===== src/rtl/cpc_rom_bootloader.sv =====
// Streams 32-bit boot words from the control module into SRAM, one byte per write, MSB first.
// Optional feature: define ROM_CHECKSUM_EN to accumulate a 16-bit additive checksum of written bytes.
module cpc_rom_bootloader #(
    parameter int TOTAL_BYTES = 49152,
    parameter int ADDR_W      = 19,
    parameter int BASE_ADDR   = 0,
    parameter int WR_CYCLES   = 2
) (
    input  logic              clk,
    input  logic              reset,
    input  logic [31:0]       host_bootdata,
    input  logic              host_bootdata_ack,
    output logic              host_bootdata_req,
    output logic [ADDR_W-1:0] romwrite_addr,
    output logic [7:0]        romwrite_data,
    output logic              romwrite_wr,
    output logic              romwrite_done,
    output logic [15:0]       rom_checksum
);

    localparam int CNT_W = $clog2(TOTAL_BYTES + 1);
    localparam int WC_W  = (WR_CYCLES > 1) ? $clog2(WR_CYCLES) : 1;

    typedef enum logic [2:0] {
        S_REQ,
        S_SETUP,
        S_WRITE,
        S_NEXT,
        S_DONE
    } state_t;

    state_t            state_q, state_d;
    logic [31:0]       word_q, word_d;
    logic [1:0]        idx_q, idx_d;
    logic [7:0]        data_q, data_d;
    logic [ADDR_W-1:0] addr_q, addr_d;
    logic [CNT_W-1:0]  cnt_q, cnt_d;
    logic [WC_W-1:0]   wcnt_q, wcnt_d;
    logic              req_q, req_d;
    logic              wr_q, wr_d;
    logic              done_q, done_d;

    always_ff @(posedge clk or posedge reset) begin
        if (reset) begin
            state_q <= S_REQ;
            word_q  <= '0;
            idx_q   <= '0;
            data_q  <= '0;
            addr_q  <= ADDR_W'(BASE_ADDR);
            cnt_q   <= '0;
            wcnt_q  <= '0;
            req_q   <= 1'b0;
            wr_q    <= 1'b0;
            done_q  <= 1'b0;
        end else begin
            state_q <= state_d;
            word_q  <= word_d;
            idx_q   <= idx_d;
            data_q  <= data_d;
            addr_q  <= addr_d;
            cnt_q   <= cnt_d;
            wcnt_q  <= wcnt_d;
            req_q   <= req_d;
            wr_q    <= wr_d;
            done_q  <= done_d;
        end
    end

    always_comb begin
        state_d = state_q;
        word_d  = word_q;
        idx_d   = idx_q;
        data_d  = data_q;
        addr_d  = addr_q;
        cnt_d   = cnt_q;
        wcnt_d  = wcnt_q;
        case (state_q)
            S_REQ: begin
                // req is registered, so an ack in the cycle after reset release is ignored
                if (req_q && host_bootdata_ack) begin
                    word_d  = host_bootdata;
                    idx_d   = 2'd0;
                    data_d  = host_bootdata[31:24];
                    state_d = S_SETUP;
                end
            end
            S_SETUP: begin
                wcnt_d  = '0;
                state_d = S_WRITE;
            end
            S_WRITE: begin
                if (wcnt_q == WC_W'(WR_CYCLES - 1)) begin
                    state_d = S_NEXT;
                end else begin
                    wcnt_d = wcnt_q + WC_W'(1);
                end
            end
            S_NEXT: begin
                addr_d = addr_q + ADDR_W'(1);
                cnt_d  = cnt_q + CNT_W'(1);
                if (cnt_q == CNT_W'(TOTAL_BYTES - 1)) begin
                    state_d = S_DONE;
                end else if (idx_q == 2'd3) begin
                    state_d = S_REQ;
                end else begin
                    // word is kept left-aligned so the next byte is always bits [23:16]
                    idx_d   = idx_q + 2'd1;
                    word_d  = {word_q[23:0], 8'h00};
                    data_d  = word_q[23:16];
                    state_d = S_SETUP;
                end
            end
            S_DONE: begin
                state_d = S_DONE;
            end
            default: begin
                state_d = S_REQ;
            end
        endcase
        req_d  = (state_d == S_REQ);
        wr_d   = (state_d == S_WRITE);
        done_d = (state_d == S_DONE);
    end

`ifdef ROM_CHECKSUM_EN
    logic [15:0] csum_q, csum_d;

    always_ff @(posedge clk or posedge reset) begin
        if (reset) begin
            csum_q <= 16'h0000;
        end else begin
            csum_q <= csum_d;
        end
    end

    always_comb begin
        csum_d = csum_q;
        if (state_q == S_NEXT) begin
            csum_d = csum_q + {8'h00, data_q};
        end
    end

    assign rom_checksum = csum_q;
`else
    assign rom_checksum = 16'h0000;
`endif

    assign host_bootdata_req = req_q;
    assign romwrite_addr     = addr_q;
    assign romwrite_data     = data_q;
    assign romwrite_wr       = wr_q;
    assign romwrite_done     = done_q;

endmodule

===== config.mk =====
export PLATFORM = sky130hd
export DESIGN_NAME = cpc_rom_bootloader
export DESIGN_NICKNAME = d
export VERILOG_FILES = /design/src/rtl/cpc_rom_bootloader.sv
export SDC_FILE = /design/constraint.sdc
export NUM_CORES = 1
export LEC_CHECK = 0
export BUFFER_PORTS_ARGS = -buffer_cell sky130_fd_sc_hd__buf_2
export CAP_MARGIN = 20
export CORE_MARGIN = 5
export CORE_UTILIZATION = 30
export CTS_BUF_LIST = sky130_fd_sc_hd__clkbuf_8
export CTS_CLUSTER_DIAMETER = 50
export CTS_CLUSTER_SIZE = 25
export DETAILED_ROUTE_END_ITERATION = 12
export GPL_TIMING_DRIVEN = 0
export SYNTH_ARGS = -nofsm -noshare
export SYNTH_HDL_FRONTEND = slang
export SYNTH_SLANG_ARGS = --single-unit

===== constraint.sdc =====
create_clock -name clk -period 4.5 [get_ports clk]
set_clock_uncertainty 0.15 [all_clocks]
set_input_delay 0.45 -clock clk [delete_from_list [all_inputs] [get_ports clk]]
set_output_delay 0.45 -clock clk [all_outputs]
set_load 0.005 [all_outputs]

; Word-level counts from Yosys, hierarchy flattened
; Index checks and enable logic that the tools add are counted.
[totals]
reg_bits = 76
input_bits = 35
word_cells = 50
[classes]
n_addsub = 4
eq_ne = 11
n_mux = 19
reduce_logical = 6
[op_table]
columns = cell, n
row1 = 24-bit 2-to-1 mux, 3
row2 = 24-bit case mux with 2 select lines, 1
row3 = 8-bit 2-to-1 mux, 3
row4 = "19-bit by 1-bit adder with 19-bit output, second input constant", 1
row5 = "16-bit by 1-bit adder with 16-bit output, second input constant", 1
row6 = "16-bit equality test, second input constant", 1
row7 = 8-bit case mux with 2 select lines, 1
row8 = 3-bit case mux with 5 select lines, 1
row9 = "3-bit by 2-bit equality test with 1-bit output, second input constant", 3
row10 = 3-bit 2-to-1 mux, 3
row11 = "3-bit equality test, second input constant", 2
row12 = 3-bit logical NOT, 2
row13 = 2-bit 2-to-1 mux, 3
row14 = "2-bit inequality test, second input constant", 3
row15 = 2-bit case mux with 2 select lines, 1
row16 = 4-bit AND reduction, 1
row17 = 2-bit nonzero test, 2
row18 = "3-bit by 1-bit equality test with 1-bit output, second input constant", 1
row19 = "2-bit by 1-bit adder with 2-bit output, second input constant", 1
row20 = "2-bit equality test, second input constant", 1
row21 = 1-bit 2-to-1 mux, 2
row22 = 1-bit case mux with 2 select lines, 1
row23 = "1-bit adder, second input constant", 1
row24 = 1-bit logical AND, 1

; Logic depth before layout (Yosys ltp)
; Gate-level depths: netlist (run 1).
[logic_depth]
word_depth = 5
mapped_depth = 6
mapped_depth_nobuf = 5

; Worst setup path before layout (run 1)
; No wires, ideal clock.
[synth_timing]
path_kind = flip-flop to flip-flop
startpoint = reg idx_q[0]
endpoint = reg data_q[2] (netlist: romwrite_data[2])
t_arrival_ns = 1.669
required_ns = 4.225
setup_slack_ns = 2.555
path_stages_with_launch = 7
path_buffers = 1
path_cell_list = dfrtp_1 > ha_1 > nand3b_1 > a21o_1 > a31oi_4 > buf_8 > mux2_4
[synth_via]
elab_chain_len = 3
[synth_lines]
columns = element, line_no
row1 = start: declaration, 34  ; logic [1:0] idx_q, idx_d;
row2 = start signal: assignment, 58  ; idx_q <= idx_d;
row3 = 2-bit equality test, 103  ; end else if (idx_q == 2'd3) begin
row4 = 2-bit inequality test (no source line), n/a
row5 = 4-bit AND reduction (no source line), n/a
row6 = end signal: assignment, 59  ; data_q <= data_d;
row7 = end: declaration, 35  ; logic [7:0] data_q, data_d;
; Every way passes these cells.
; A chain may end at the register's enable or synchronous reset.

; Worst setup path in the final report (run 1)
[layout_timing]
startpoint = reg idx_q[0]
endpoint = reg word_q[9]
[layout_via]
elab_chain_len = 3
[layout_lines]
columns = element, line_no
row1 = 2-bit equality test, 103
row2 = 2-bit inequality test (no source line), n/a
row3 = 4-bit AND reduction (no source line), n/a
row4 = end signal: assignment, 57  ; word_q <= word_d;
row5 = end: declaration, 33  ; logic [31:0] word_q, word_d;
; Every way passes these cells.

==> results_dict.tcl, run 1 <==
set metrics [dict create \
    drc_errors 0 \
    rows 40 \
    place_ws_ps 2276 \
    peakVddDrop_mv 0.1684 \
    ant_nets 0 \
    r2r-end "word_q[9]" \
    p_total_mw 2.530 \
    arrival_ps 2300 \
    die_y_um 121.2 \
    drt_first_pass_iters 4 \
    tightestPinTransition_ps 648.5 \
    clkTransAtPathRegs_ps 70 \
    worstPathCellList "ha_1, nand3b_1, a21o_1, a31oi_4, buf_8, mux2_4" \
    slew_headroom 0.5661 \
    fin_area_mm2 0.004549 \
    syn-instance-count 348 \
    final_util 0.3772 \
    setup_tns_ps 0 \
    hpwl_mm 6.004 \
    port_buffers 64 \
    rsz0062_at_grt "no" \
    finalHoldViolCount 0 \
    worstSetupEndpointType "flip-flop" \
    pin_count 81 \
    finalCriticalPeriod_ps 2219 \
    initial_utilization 0.3078 \
    place_area_mm2 0.004329 \
    avgSynthCellArea_um2 10.67 \
    cts.root.buffer_cell "clkbuf_8" \
    crit_required_ps 4580 \
    fin_ws_ps 2281 \
    r2r_start "idx_q[0]" \
    drt_iter0_drc 131 \
    synth_area_leaders "dfrtp_1 51%, nand2_1 8.3%, mux2_4 8.1%" \
    clkLatencyLatePin_ps 350 \
    yosysTopAreaCell "dfrtp_1" \
    ys_seq_elements 76 \
    p_leak_nw 2.330 \
    synth-edff-count 0 \
    drive_above_1_share 0.3018 \
    antenna_found_initial 0 \
    dpl.cell_count 596 \
    start_kind "flip-flop" \
    cts_resized 0 \
    vias 2621 \
    synth-main-ff-cell "dfrtp_1" \
    hp-class "in -> reg" \
    cts_buffers 9 \
    r2r_slack_ps 2280 \
    grt_max_degree 63 \
    synth_warnings 0 \
    drt-total-wl_mm 8.091 \
    place.gp.congestion 0.7851 \
    r2r_cells 6 \
    synthDominantCellAreaShare 0.5123 \
    status "finished, final reports clean" \
    path_delay_family "compound AO/OA/AOI/OAI gates" \
    power_density_mw_per_mm2 556.1 \
    post_drt_wl_per_cell_um 13.22 \
    critPathBufInv 1 \
    grt_first_pass_wirelength_mm 13.46 \
    gr-total-overflow 0 \
    finish.net_count 478 \
    synthTopCellsByCount "82 x nand2_1, 76 x dfrtp_1, 23 x xnor2_1" \
    fin_cells 612 \
    cp-endpoint "word_q[9]" \
    path_max_fanout 10 \
    cts_max_level 3 \
    grt_usage 0.1166 \
    hold_slack_ps 160.7 \
    cpPeakStageDelay_ps 400 \
    synthArstFlopShare 1.000 \
    cts_buffer_depth 2 \
    diodes 0 \
    max_cap_violations 0 \
    yosysSeqAreaShare 0.5123 \
    netlist_area_mm2 0.003712 \
    fin_crit_sh 0.4931 \
    viasPerCell 4.283 \
    crit_path_top_delay_cell "dfrtp_1" \
    syn2layout_area_growth_pct 22.55 \
    fmax_ghz 0.4507 \
    die_x_um 121.2 \
    yosysMostFrequentCell "nand2_1" \
    grt_pass1_vias 2688 \
    hold_depth 3 \
    finalMaxSlewViolations 0 \
    critPathLaunch "idx_q[0]" \
    finalSetupViolations 0 \
    design.core.area_mm2 0.01206 \
    worst-path-stages 6 \
    dieArea_mm2 0.01470 \
    cts.sinks 76 \
    crit_type "reg -> reg" \
    synth_cell_types 43 \
    cts_tree "done" \
]
cell families after synthesis:
logic type	count (synthesis)	synth area share
other	1	0.001010
AOI/OAI and AO/OA	27	0.04584
xor gates and xnor gates	34	0.08021
buffers and inverters	42	0.06808
and+or+nand+nor	140	0.1867
DFF	76	0.5123
adders and majority gates	3	0.01011
muxes	25	0.09572
sequential cells by signal (all words and copies together), names as in the netlist:
register	count
wcnt_q	1
romwrite_data	8
cnt_q	16
romwrite_addr	19
idx_q	2
romwrite_done	1
word_q	24
state_q	3
romwrite_wr	1
host_bootdata_req	1
where the power goes:
| part | leakage [nW] | switching (mW) | internal, mW |
|---|---|---|---|
| clock | 0.101 | 0.248 | 0.299 |
| combinational | 1.25 | 0.458 | 0.500 |
| sequential | 0.977 | 0.136 | 0.889 |
how the worst min path moves through the flow:
stage	startpoint	to	slack (ps)
6_report	host_bootdata[0]	word_q[0]	160
5_1_grt	host_bootdata[2]	word_q[2]	150
4_1_cts	host_bootdata[6]	word_q[6]	140
3_5_place_dp	reset	romwrite_addr[13]	250
3_3_place_gp	romwrite_addr[18]	romwrite_addr[18]	310
2_1_floorplan	cnt_q[10]	cnt_q[10]	300
worst min-delay path, cell delays in order:
cell and delay, ps:
buf_2 80, nand2_1 30, o21ai_0 60
cell type report:
| class | count | area [um^2] |
|---|---|---|
| inverter | 14 | 55.05 |
| fill | 1203 | 7512 |
| sequential | 76 | 1902 |
| clock buffer | 12 | 165.2 |
| clock inverter | 3 | 45.04 |
| tap | 168 | 210.2 |
| buffer | 28 | 200.2 |
| multi-input combinational | 245 | 1614 |
| timing repair buffer | 66 | 357.8 |
cells in the final DEF (no fill, tap or decap), types with 3 or more instances in the layout:
cell	synthesis	layout
nand2_1	82	82
dfrtp_1	76	76
buf_2	1	65
xnor2_1	23	23
mux2_4	20	20
o21ai_0	18	18
buf_4	17	17
conb_1	1	16
inv_1	14	13
nand3_1	12	12
clkbuf_8	0	12
xor2_1	11	11
nor2_1	10	10
and3_1	8	8
clkbuf_1	7	7
nand4_1	6	6
nor4_1	4	4
mux2_2	4	4
a21o_1	3	3
nor3_1	3	3
ha_1	3	3
timing repair:
action / 4_1_cts / 5_1_grt
hold buffers: 1 / 0
setup buffers: 0 / 0
endpoints found under the hold margin: 14 / 0
metal layers:
metal  GRT usage  vias to the layer above  wire (um)
li1            -                     1313          -
met1      0.1514                     1244       3730
met2      0.1803                       48       3774
met3     0.03590                       16        424
met4     0.04902                        0        161
met5           0                        -          0
Power figures use the tool's default switching activity.
==> run 2: changes to the inputs <==
- ABC_AREA: unset -> 1
- clock period: 4.5 -> 2.2 ns (I/O delays scaled with it)
==> run 2 against run 1 <==
Area after synthesis up 3.9%. Total power increased by 100%. Sequential cell count stayed put. Largest power group unchanged.
==> results_dict.tcl, run 2 <==
set metrics [dict create \
    status "finished, final reports clean" \
    post_drt_wl_per_cell_um 11.66 \
    p_leak_nw 2.689 \
    drt-total-wl_mm 9.003 \
    grt_usage 0.1249 \
    dpl.cell_count 747 \
    start_kind "flip-flop" \
    crit_required_ps 2290 \
    hp-class "in -> reg" \
    die_y_um 123.4 \
    fin_crit_sh 0.9011 \
    ff_latch_area_mm2 0.001902 \
    p_total_mw 5.081 \
    clkLatencyLatePin_ps 350 \
    n_fill_cell 1341 \
    cts_max_level 3 \
    grt_pass1_vias 3291 \
    drt_iter0_drc 135 \
    rsz0062_at_grt "no" \
    place_area_mm2 0.004492 \
    clkTransAtPathRegs_ps 80 \
    cts.root.buffer_cell "clkbuf_8" \
    synth_area_leaders "dfrtp_1 49%, nand2_1 22%, nand4_1 5.8%" \
    dieArea_mm2 0.01522 \
    fmax_ghz 0.5044 \
    diodes 0 \
    finalHoldViolCount 0 \
    port_buffers 64 \
    die_x_um 123.4 \
    yosysMostFrequentCell "nand2_1" \
    cts.sinks 76 \
    gr-total-overflow 0 \
    grt_first_pass_wirelength_mm 15.13 \
    pin_count 81 \
    arrival_ps 2070 \
    syn-instance-count 494 \
    avgSynthCellArea_um2 7.806 \
    cts_buffer_depth 2 \
    yosysSeqAreaShare 0.4932 \
    largest_reg_flops 24 \
    power_density_mw_per_mm2 1051 \
    design.core.area_mm2 0.01262 \
    finish.net_count 633 \
    synth_cell_types 23 \
    finalMaxSlewViolations 0 \
    setup_tns_ps 0 \
    layout_commonest_cell "nand2_1" \
    drt_first_pass_iters 4 \
    synth-edff-count 0 \
    peakVddDrop_mv 0.5620 \
    final_cell_mix "226 x nand2_1, 76 x dfrtp_1, 66 x buf_2" \
    ys_seq_elements 76 \
    cts_resized 0 \
    antenna_found_initial 0 \
    r2r_cells 10 \
    synthDominantCellAreaShare 0.4932 \
    fin_area_mm2 0.004832 \
    syn2layout_area_growth_pct 25.31 \
    drive_above_1_share 0.1900 \
    netlist_area_mm2 0.003856 \
    place.gp.congestion 0.8221 \
    fin_cells 772 \
    synth_warnings 0 \
    multi_input_area_mm2 0.001652 \
    hpwl_mm 6.807 \
    initial_utilization 0.3056 \
    slew_headroom 0.6604 \
    yosysTopAreaCell "dfrtp_1" \
    finalCriticalPeriod_ps 1982 \
    tightestPinTransition_ps 509.5 \
    synthTopCellsByCount "226 x nand2_1, 76 x dfrtp_1, 37 x inv_1" \
    worstSetupEndpointType "flip-flop" \
    crit_type "reg -> reg" \
    viasPerCell 4.249 \
    synth-main-ff-cell "dfrtp_1" \
    vias 3280 \
    hold_depth 5 \
    drc_errors 0 \
    grt_max_degree 36 \
    regMostFlops "word_q" \
    final_util 0.3829 \
    finalSetupViolations 0 \
    ant_nets 0 \
    synthArstFlopShare 1.000 \
    cts_buffers 9 \
    path_max_fanout 10 \
    max_cap_violations 0 \
    cts_tree "done" \
    rows 41 \
]
[run 2: final cells by class]
cell class	instances	share of cell area
Clock inverter	5	0.02046
Buffer	32	0.04480
Timing Repair Buffer	75	0.09322
Sequential cell	76	0.3936
Tap cell	172	0.04454
Multi-Input combinational cell	363	0.3418
Inverter	38	0.03030
Clock buffer	11	0.03133
[run 2: cell families (layout without fill, tap and decap cells)]
family                     Yosys count  count (layout)  share of synthesized area
AOI/OAI and AO/OA                    4               4                   0.005189
and+or+nand+nor                    319             319                     0.3501
buffers and inverters               70             161                    0.09312
adders and majority gates            3               3                   0.009735
other                                1              16                  0.0009725
xor gates and xnor gates            21              21                    0.04770
DFF                                 76              76                     0.4932
[run 2: critical path: stages (launching register included)]
cell	delay (ps)
dfrtp_1	390
ha_1	180
nand2_1	60
nor2_1	250
nand2_2	150
nor2_4	170
nand2_2	90
buf_6	150
buf_6	140
nand4_1	80
nand2_1	60
[run 2: power breakdown]
group / internal [mW] / switching, mW / total [mW]
Clock: 0.810 / 0.514 / 1.32
Sequential: 1.82 / 0.277 / 2.10
Combinational: 0.637 / 1.02 / 1.66
[run 2: repair_timing]
item,in CTS,in global routing
hold endpoints to repair,84,0
hold buffers,9,0
setup buffers,0,0
[run 2: routing by layer]
metal  GRT usage  up-vias  routed length (um)
met4     0.03253        0                  64
met2      0.1967       81                4042
met1      0.1669     1479                4343
met5           0        -                   0
met3     0.03888        7                 553
li1            -     1713                   -
[run 2: path summary, 6_finish.rpt]
path                       slack, ps               end              start
max reg2reg                      220        word_q[15]           cnt_q[1]
min reg2reg                      320        word_q[20]         word_q[20]
max in group asynchronous       1190        word_q[22]              reset
min                               70        word_q[10]  host_bootdata[10]
min in group asynchronous        230  romwrite_addr[3]              reset
max                              220        word_q[15]           cnt_q[1]
[run 2: stage by stage]
stage	setup slack, ps	hold slack [ps]
after global placement	268.2	270.8
after floorplan	466.8	186.6
after detailed placement	235.3	65.66
after CTS	210.1	55.71
final	217.5	73.48
after global routing	14.84	68.85
==> run 3: changes to the inputs <==
- CELL_PAD_IN_SITES_DETAIL_PLACEMENT: unset -> 1
- CELL_PAD_IN_SITES_GLOBAL_PLACEMENT: unset -> 2
- PLACE_DENSITY_LB_ADDON: unset -> 0.1
==> run 3 against run 2 <==
Register-to-register slack improved by 20 ps. Worst hold slack got worse by 22 ps. Global-route usage rose by 2.2 points. Largest power group unchanged. Die area did not move. Non-clock buffer count did not move. Via count rose by 3.6%. Cell area fell by 1.1%. Count of clock-buffer cells in the layout fell by 2.
==> results_dict.tcl, run 3 (synthesis gave the netlist of run 2 again) <==
set metrics [dict create \
    status "finished, final reports clean" \
    drt_iter0_drc 134 \
    arrival_ps 2120 \
    finalCriticalPeriod_ps 1962 \
    die_y_um 123.4 \
    r2r_slack_ps 240 \
    cts.sinks 76 \
    port_buffers 64 \
    crit_type "reg -> reg" \
    cts_buffers 9 \
    worstSetupEndpointType "flip-flop" \
    critPathBufInv 1 \
    clkLatencyLatePin_ps 360 \
    cpPeakStageDelay_ps 440 \
    crit_required_ps 2360 \
    critPathLaunch "state_q[2]" \
    path_delay_family "simple AND/OR/NAND/NOR gates" \
    syn2layout_area_growth_pct 23.88 \
    post_cts_buffers 0 \
    fin_crit_sh 0.8919 \
    fmax_ghz 0.5096 \
    cts_max_level 3 \
    slew_headroom 0.6379 \
    finalHoldViolCount 0 \
    drive_above_1_share 0.1917 \
    pin_count 81 \
    diodes 0 \
    hp-class "in -> reg" \
    crit_path_top_delay_cell "clkbuf_1" \
    antenna_found_initial 0 \
    grt_usage 0.1471 \
    regMostFlops "word_q" \
    path_max_fanout 10 \
    place_ws_ps 126.1 \
    drc_errors 0 \
    final_cell_mix "226 x nand2_1, 76 x dfrtp_1, 66 x buf_2" \
    drt_first_pass_iters 4 \
    setup_tns_ps 0 \
    post_drt_wl_per_cell_um 13.56 \
    largest_reg_flops 24 \
    dieArea_mm2 0.01522 \
    peakVddDrop_mv 0.3786 \
    rsz0062_at_grt "no" \
    tightestPinTransition_ps 543.1 \
    cp-endpoint "word_q[9]" \
    cts_buffer_depth 2 \
    initial_utilization 0.3056 \
    max_cap_violations 0 \
    worstPathCellList "nor2_1, nand4_1, nand2_1, clkbuf_1, nand4_1, nand2_1" \
    grt_max_degree 35 \
    finalSetupViolations 0 \
    rows 41 \
    clkTransAtPathRegs_ps 90 \
    r2r-end "word_q[9]" \
    start_kind "flip-flop" \
    vias 3397 \
    layout_commonest_cell "nand2_1" \
    r2r_cells 6 \
    ant_nets 0 \
    cts_tree "done" \
    cts.root.buffer_cell "clkbuf_8" \
    p_leak_nw 2.659 \
    power_density_mw_per_mm2 1026 \
    worst-path-stages 6 \
    grt_pass1_vias 3552 \
    place.gp.congestion 0.7541 \
    finish.net_count 633 \
    hp-start "host_bootdata[8]" \
    die_x_um 123.4 \
    design.core.area_mm2 0.01262 \
    grt_first_pass_wirelength_mm 17.31 \
    r2r_start "state_q[2]" \
    finalMaxSlewViolations 0 \
    drt-total-wl_mm 10.47 \
    fin_ws_ps 237.7 \
    gr-total-overflow 0 \
    viasPerCell 4.400 \
    hpwl_mm 7.911 \
]
-- run 3: cell count changes in the layout (fill, tap and decap cells not counted), sizes merged --
cell	delta
bufinv	-2
clkinvlp	+1
clkinv	+3
clkbuf	-2
-- run 3: worst min-delay path, delay by kind of cell --
family,cells,cell delay (ps)
AND/OR/NAND/NOR,4,230
buffers and inverters,1,90
-- run 3: timing repair --
| action | 4_1_cts | 5_1_grt |
|---|---|---|
| hold endpoints to repair | 23 | 0 |
| setup endpoints to repair | 0 | 10 |
| gates resized for setup | 0 | 1 |
| hold buffers | 9 | 0 |
-- run 3: stage by stage --
| stage | area, um^2 | power (mW) | cells | hold WS [ps] | util |
|---|---|---|---|---|---|
| final | 4777 | 4.900 | 772 | 51.04 | 0.3785 |
| after global routing | 4777 | 5.349 | 772 | 70.80 | 0.3785 |
| after CTS | 4775 | 5.008 | 772 | 31.59 | 0.3783 |
| after detailed placement | 4492 | 3.886 | 747 | 106.9 | 0.3559 |
| after global placement | 4452 | 3.811 | 745 | 270.0 | 0.3528 |
| after floorplan | 3916 | 3.246 | 509 | 186.6 | - |
-- run 3: layout make-up --
class	instances	area, um^2
timing repair buffer	75	450.4
fill	1589	7843
buffer	32	216.5
multi-input combinational	363	1654
sequential	76	1902
inverter	38	146.4
tap	172	215.2
clock buffer	9	123.9
clock inverter	7	68.82
-- run 3: worst min-delay path by stage --
stage                 end  cells past startpoint
4_1_cts         word_q[8]                      5
5_1_grt        word_q[14]                      5
2_1_floorplan   word_q[0]                      2
3_5_place_dp     cnt_q[4]                      2
6_report        word_q[8]                      5
3_3_place_gp    word_q[4]                      3
-- run 3: routing by layer --
metal / vias to the layer above / track usage / share of wire
met5: - / 0 / 0
met4: 0 / 0.05606 / 0.016
met3: 15 / 0.02699 / 0.040
met2: 61 / 0.2375 / 0.47
met1: 1603 / 0.1963 / 0.47
li1: 1718 / - / -
-- run 3: where the power goes --
| part | internal (mW) | total [mW] | leakage, nW | switching, mW |
|---|---|---|---|---|
| sequential | 1.82 | 2.10 | 0.997 | 0.281 |
| clock | 0.520 | 1.09 | 0.100 | 0.566 |
| combinational | 0.638 | 1.71 | 1.56 | 1.07 |
